## config.mk

```make
export PLATFORM = sky130hd
export DESIGN_NAME = hazard_ctrl
export DESIGN_NICKNAME = d
export VERILOG_FILES = /design/src/rtl/hazard_ctrl.sv
export SDC_FILE = /design/constraint.sdc
export NUM_CORES = 1
export LEC_CHECK = 0
export ABC_AREA = 1
export CAP_MARGIN = 0
export CORE_ASPECT_RATIO = 0.5
export CORE_UTILIZATION = 27
export CTS_BUF_LIST = sky130_fd_sc_hd__clkbuf_8 sky130_fd_sc_hd__clkbuf_16
export DETAILED_ROUTE_END_ITERATION = 8
export GPL_TIMING_DRIVEN = 0
export PLACE_DENSITY_LB_ADDON = 0.12
export SETUP_SLACK_MARGIN = 0.1
export SYNTH_ARGS = -nofsm -noshare
export SYNTH_HDL_FRONTEND = slang
export SYNTH_SLANG_ARGS = --single-unit
```

## constraint.sdc

```tcl
create_clock -name clock -period 1.5 [get_ports clock]
set_input_delay 0.375 -clock clock [delete_from_list [all_inputs] [get_ports clock]]
set_output_delay 0.375 -clock clock [all_outputs]
set_load 0.02 [all_outputs]
```

## src/rtl/hazard_ctrl.sv

```systemverilog
// Scoreboard-based hazard and forwarding controller for the 5-stage pipe.
// Tracks in-flight GPR writers; emits forward selects, stalls, freezes, flushes.
module hazard_ctrl #(
  parameter  int REG_AW = 5,
  parameter  int DEPTH  = 3,
  parameter  int MC_LAT = 6,
  localparam int SEL_W  = $clog2(DEPTH)
) (
  input  logic              clock,
  input  logic              reset,
  input  logic              id_valid,
  input  logic [REG_AW-1:0] id_rs1,
  input  logic              id_rs1_used,
  input  logic [REG_AW-1:0] id_rs2,
  input  logic              id_rs2_used,
  input  logic [REG_AW-1:0] id_rw,
  input  logic              id_reg_we,
  input  logic              id_is_load,
  input  logic              id_is_mc,
  input  logic              ex_redirect,
  output logic [SEL_W-1:0]  fwd_a_sel,
  output logic [SEL_W-1:0]  fwd_b_sel,
  output logic              stall_id,
  output logic              bubble_ex,
  output logic              flush_id,
  output logic              pipe_freeze,
  output logic              mc_done
);

  localparam int CW = $clog2(MC_LAT) + 1;

  typedef struct packed {
    logic              v;
    logic              we;
    logic [REG_AW-1:0] rw;
    logic              ld;
    logic              mc;
  } sb_t;

  sb_t             sb_q [DEPTH];
  sb_t             sb_d [DEPTH];
  logic [CW-1:0]   mc_cnt_q;
  logic [CW-1:0]   mc_cnt_d;
  logic [DEPTH-1:0] m_a;
  logic [DEPTH-1:0] m_b;
  logic            luse;
  logic            accept;

  always_comb begin
    for (int k = 0; k < DEPTH; k++) begin
      m_a[k] = id_valid & id_rs1_used & (id_rs1 != '0)
             & sb_q[k].v & sb_q[k].we & (sb_q[k].rw == id_rs1);
      m_b[k] = id_valid & id_rs2_used & (id_rs2 != '0)
             & sb_q[k].v & sb_q[k].we & (sb_q[k].rw == id_rs2);
    end
  end

  // Scan oldest to youngest so the youngest match is the last written.
  // The WB entry is skipped: the regfile writes before it is read.
  always_comb begin
    fwd_a_sel = '0;
    fwd_b_sel = '0;
    for (int k = DEPTH - 2; k >= 0; k--) begin
      if (m_a[k]) fwd_a_sel = SEL_W'(k + 1);
      if (m_b[k]) fwd_b_sel = SEL_W'(k + 1);
    end
  end

  always_comb begin
    luse        = (m_a[0] | m_b[0]) & sb_q[0].ld;
    pipe_freeze = (mc_cnt_q != '0);
    flush_id    = ex_redirect & ~pipe_freeze;
    stall_id    = pipe_freeze | (luse & ~ex_redirect);
    bubble_ex   = (luse | ex_redirect) & ~pipe_freeze;
    mc_done     = sb_q[0].v & sb_q[0].mc
                & ((mc_cnt_q == '0) | (MC_LAT == 1));
    accept      = id_valid & ~stall_id & ~bubble_ex;
  end

  always_comb begin
    for (int k = 0; k < DEPTH; k++) sb_d[k] = sb_q[k];
    mc_cnt_d = '0;
    if (pipe_freeze) begin
      mc_cnt_d = mc_cnt_q - CW'(1);
    end else begin
      for (int k = 1; k < DEPTH; k++) sb_d[k] = sb_q[k-1];
      sb_d[0].v  = accept;
      sb_d[0].we = id_reg_we;
      sb_d[0].rw = id_rw;
      sb_d[0].ld = id_is_load;
      sb_d[0].mc = id_is_mc;
      if (accept & id_is_mc) mc_cnt_d = CW'(MC_LAT - 1);
    end
  end

  always_ff @(posedge clock) begin
    if (reset) begin
      for (int k = 0; k < DEPTH; k++) sb_q[k] <= '0;
      mc_cnt_q <= '0;
    end else begin
      for (int k = 0; k < DEPTH; k++) sb_q[k] <= sb_d[k];
      mc_cnt_q <= mc_cnt_d;
    end
  end

endmodule

```

==> qor_table.md <==
| Metric | This run |
|:---|:---|
| Leakage dissipation | 0.948 nW |
| Endpoint kind of the worst setup timing path | primary output |
| Share of total power in combinational logic | 0.517 |
| Final Max Slew Viols | 0 |
| CTS H-tree depth | 1 |
| Failing checks | negative setup slack |
| Reg2reg end | sb_q[0][8] |
| Top cells by area in the synthesized netlist | sky130_fd_sc_hd__edfxtp_1 (38%), sky130_fd_sc_hd__nand2_1 (12%), sky130_fd_sc_hd__inv_1 (11%) |
| Slack of the worst reg-to-reg path | -110 ps |
| Highest attainable clock frequency | 492 MHz |
| Transition time of the tightest slew-check pin | 542 ps |
| Count of endpoints failing setup in the final report | 12 |
| Startpoint of the worst register-to-register path | sb_q[0][3] |
| Clock-pin slew of the registers on the worst-case setup and hold paths | 80 ps |
| Overall die area | 4980 um2 |
| Clock latency of the later-clocked register in the worst-skew pair | 260 ps |
| Via count of the first global-routing pass | 1,200 |
| Synthesized net count | 206 |
| Final worst-path cycle share | 1.36 |
| Largest net degree at the start of global routing | 12 |
| Overall routed net length | 3290 um |
| Starting Density | 0.285 |
| Average cell area after synthesis | 7.00 um2 |
| Switching Share | 0.392 |
| Drt via density | 4.33 |
| Final hold slack | 543 ps |
| Antenna Cells | 0 |
| Number of flops mapped to enable cells by yosys | 16 |
| Number of detailed-routing iterations run before antenna repair | 4 |
| Part of the power in the clock network | 0.138 |
| Wire length per cell | 11.3 um |
| Number of buffers added by the clock tree synthesis step | 3 |
| Most used flip-flop cell after synthesis | sky130_fd_sc_hd__edfxtp_1 |
| Number of cells on the worst hold path | 2 |
| WP data required | 1120 ps |
| Worst relative slew slack | 0.638 |
| NetSw | 1.18 mW |
| Post-layout net count | 259 |
| Width of the chip | 98.8 um |
| Ports | 33 |
| Internal power | 1.83 mW |
| Classification of the worst setup path | input port to primary output |
| Area share of the largest cell type after synthesis | 0.379 |
| Top Family by Delay on Critical Path | buffers and inverters |
| Longest individual stage delay on the worst path | 450 ps |
| Number of antenna violations at the first check in global routing | 0 |
| Ordered cell list for the critical path | clkdlybuf4s50_1 -> nand2_1 -> inv_2 -> nand2_2 -> inv_2 -> nand3_2 -> nand2_2 -> nand2_4 -> o21ai_4 -> buf_6 |
| First-pass GRT wire length | 5340 um |
| Shortest period the worst path allows | 2030 ps |
| Die height | 50.4 um |
| Maximum buffer depth of the clock tree | 2 |
| Via Count | 1,257 |
| Violation count after the first detailed-route iteration | 28 |
| Count of unresolved DRC violations after routing | 0 |
| Status | finished, violations left |
| Clock tree root driver cell | sky130_fd_sc_hd__clkbuf_8 |
| Part of the Yosys area used for sequential elements | 0.443 |
| Most instantiated cells after synthesis | sky130_fd_sc_hd__nand2_1 (42), sky130_fd_sc_hd__inv_1 (38), sky130_fd_sc_hd__nor2_1 (37) |
| Arrival @ worst endpoint | 1660 ps |
| Yosys reg bits | 20 |
| Worst hold path class | flip-flop to flip-flop |
| TritonCTS clock tree | yes |
| Sort of element at the start of the critical path | input port |
| Fraction of layout cells with a size suffix above 1 | 0.300 |
| Site Rows | 17 |
| End point of the most critical hold path | mc_cnt_q[3] |
| R2R cell count | 9 |
| Count of antenna-violating nets left after detailed routing | 0 |
| Final Power | 3.00 mW |
| Core region area | 4450 um2 |
| Total global routing track utilization | 0.143 |
| Sequential cell fraction of total power | 0.345 |
| Grt total ovfl | 0 |
| Clock skew | 1.26 ps |
| Crit path max fanout | 3 |
| FFs w/ async S/R, synth | 0 |
| Post-layout worst setup margin | -534 ps |
| Number of hold buffers added after cts | 0 |
| Cell with the largest stage delay on the worst path | sky130_fd_sc_hd__clkdlybuf4s50_1 |
| Pre-CTS setup slack | -1230 ps |
| Gate count after technology mapping | 181 |
| Startpoint of the worst hold path | mc_cnt_q[3] |
| Num Clock Sinks | 20 |
| Final hold vios | 0 |
| Cell area after synthesis | 1270 um2 |
| Area Growth Syn to Fin | 57.5% |
| Buffers & Inverters on Critical Path | 4 |
| Placement-stage cell area | 1730 um2 |
| Yosys warns | 0 |
| Power per cell area | 1510 nW/um2 |
| Unrepaired setup endpoints after global routing | yes |
| Detailed-placement wirelength estimate | 2410 um |
| Number of unique standard cell types used by synthesis | 23 |
| Total Neg Setup Slack | -3460 ps |
| Max rail drop VDD | 1010 uV |
| Final Cell Area | 1990 um2 |
| Max-cap violation count | 0 |
| RePlAce Congestion | 0.813 |
| Cell with the most instances after synthesis | sky130_fd_sc_hd__nand2_1 |
| Leading area contributor after synthesis | sky130_fd_sc_hd__edfxtp_1 |
| Input/output buffers | 31 |
-- cells by family (layout without fill, tap and decap cells) --
| logic type | Yosys count | after routing | synth area share |
|---|---|---|---|
| AND/OR/NAND/NOR | 101 | 101 | 0.327 |
| buffers and inverters | 42 | 94 | 0.125 |
| flip-flops | 20 | 20 | 0.443 |
| AO/OA/AOI/OAI | 11 | 11 | 0.0543 |
| XOR/XNOR | 6 | 6 | 0.0415 |
| adder cells (fa/ha/maj) | 1 | 1 | 0.00988 |
-- metrics by stage --
step            util  cells
3_5_place_dp   0.390    269
2_1_floorplan      -    181
3_3_place_gp   0.390    269
6_report       0.449    290
4_1_cts        0.437    285
5_1_grt        0.449    290
-- power groups by stage --
stage               Clock [mW]  Combinational (mW)  Sequential, mW
floorplan                    0               0.803            1.00
global placement             0                1.14            1.04
detailed placement           0                1.14            1.05
CTS                      0.427                1.47            1.04
global route             0.447                1.69            1.07
finish                   0.414                1.55            1.04
-- how the worst max path moves through the flow --
stage | cells past startpoint | to | from
2_1_floorplan | 4 | fwd_b_sel[1] | sb_q[0][13]
3_3_place_gp | 10 | stall_id | id_rs1[2]
3_5_place_dp | 10 | stall_id | id_rs2[4]
4_1_cts | 10 | stall_id | sb_q[0][6]
5_1_grt | 10 | stall_id | sb_q[0][6]
6_report | 10 | stall_id | id_rs1_used
-- per-layer routing --
layer	GRT usage	wire length (um)
met5	0	0
met1	0.177	1510
met3	0.0432	218
met4	0.0149	10
met2	0.254	1550
-- timing repair --
action	CTS	global route
buffers inserted	11	5
endpoints found under the setup margin	29	38
resized for setup	88	10
pin swaps	10	9
gates cloned	1	0
-- worst register-to-register path, cell delays in order, from the launching register on --
cell and delay, ps:
sky130_fd_sc_hd__edfxtp_1 410, sky130_fd_sc_hd__inv_2 120, sky130_fd_sc_hd__nor2_1 60, sky130_fd_sc_hd__nor3_2 210, sky130_fd_sc_hd__nand3_2 130, sky130_fd_sc_hd__nand2_2 110, sky130_fd_sc_hd__nand2_4 80, sky130_fd_sc_hd__buf_4 140
sky130_fd_sc_hd__nand3_1 60, sky130_fd_sc_hd__nor2_1 40
-- registers in the layout, summed over array words and instances, names as in the netlist --
register / flops
mc_cnt_q: 4
sb_q: 16
-- layout make-up --
class	count	area, um2
timing repair buffer	47	435
clock buffer	4	55.1
inverter	40	163
buffer	2	8.76
fill	446	2450
sequential	20	563
tap	57	71.3
multi-input combinational	119	691
timing repair inverter	1	7.51
-- cell usage in the layout, fill, tap and decap left out, types with 2 or more instances in the layout --
master | Yosys | routed
sky130_fd_sc_hd__nand3_1 | 10 | 8
sky130_fd_sc_hd__a21oi_1 | 5 | 4
sky130_fd_sc_hd__xor2_1 | 4 | 4
sky130_fd_sc_hd__nor3_1 | 6 | 3
sky130_fd_sc_hd__buf_4 | 0 | 14
sky130_fd_sc_hd__nor3_2 | 0 | 2
sky130_fd_sc_hd__buf_6 | 0 | 11
sky130_fd_sc_hd__nand2_1 | 42 | 37
sky130_fd_sc_hd__nand3_2 | 0 | 2
sky130_fd_sc_hd__edfxtp_1 | 16 | 16
sky130_fd_sc_hd__nand2_4 | 0 | 2
sky130_fd_sc_hd__xnor2_1 | 2 | 2
sky130_fd_sc_hd__dfxtp_1 | 4 | 2
sky130_fd_sc_hd__o21ai_0 | 2 | 2
sky130_fd_sc_hd__nor2_1 | 37 | 32
sky130_fd_sc_hd__inv_2 | 2 | 10
sky130_fd_sc_hd__dlygate4sd2_1 | 0 | 11
sky130_fd_sc_hd__dfxtp_2 | 0 | 2
sky130_fd_sc_hd__nand2_2 | 1 | 4
sky130_fd_sc_hd__or2_4 | 0 | 2
sky130_fd_sc_hd__inv_1 | 38 | 27
sky130_fd_sc_hd__nor2_4 | 0 | 6
sky130_fd_sc_hd__inv_4 | 0 | 2
sky130_fd_sc_hd__clkdlybuf4s50_1 | 0 | 10
sky130_fd_sc_hd__clkbuf_8 | 0 | 4
(Power assumes the default switching activity.)
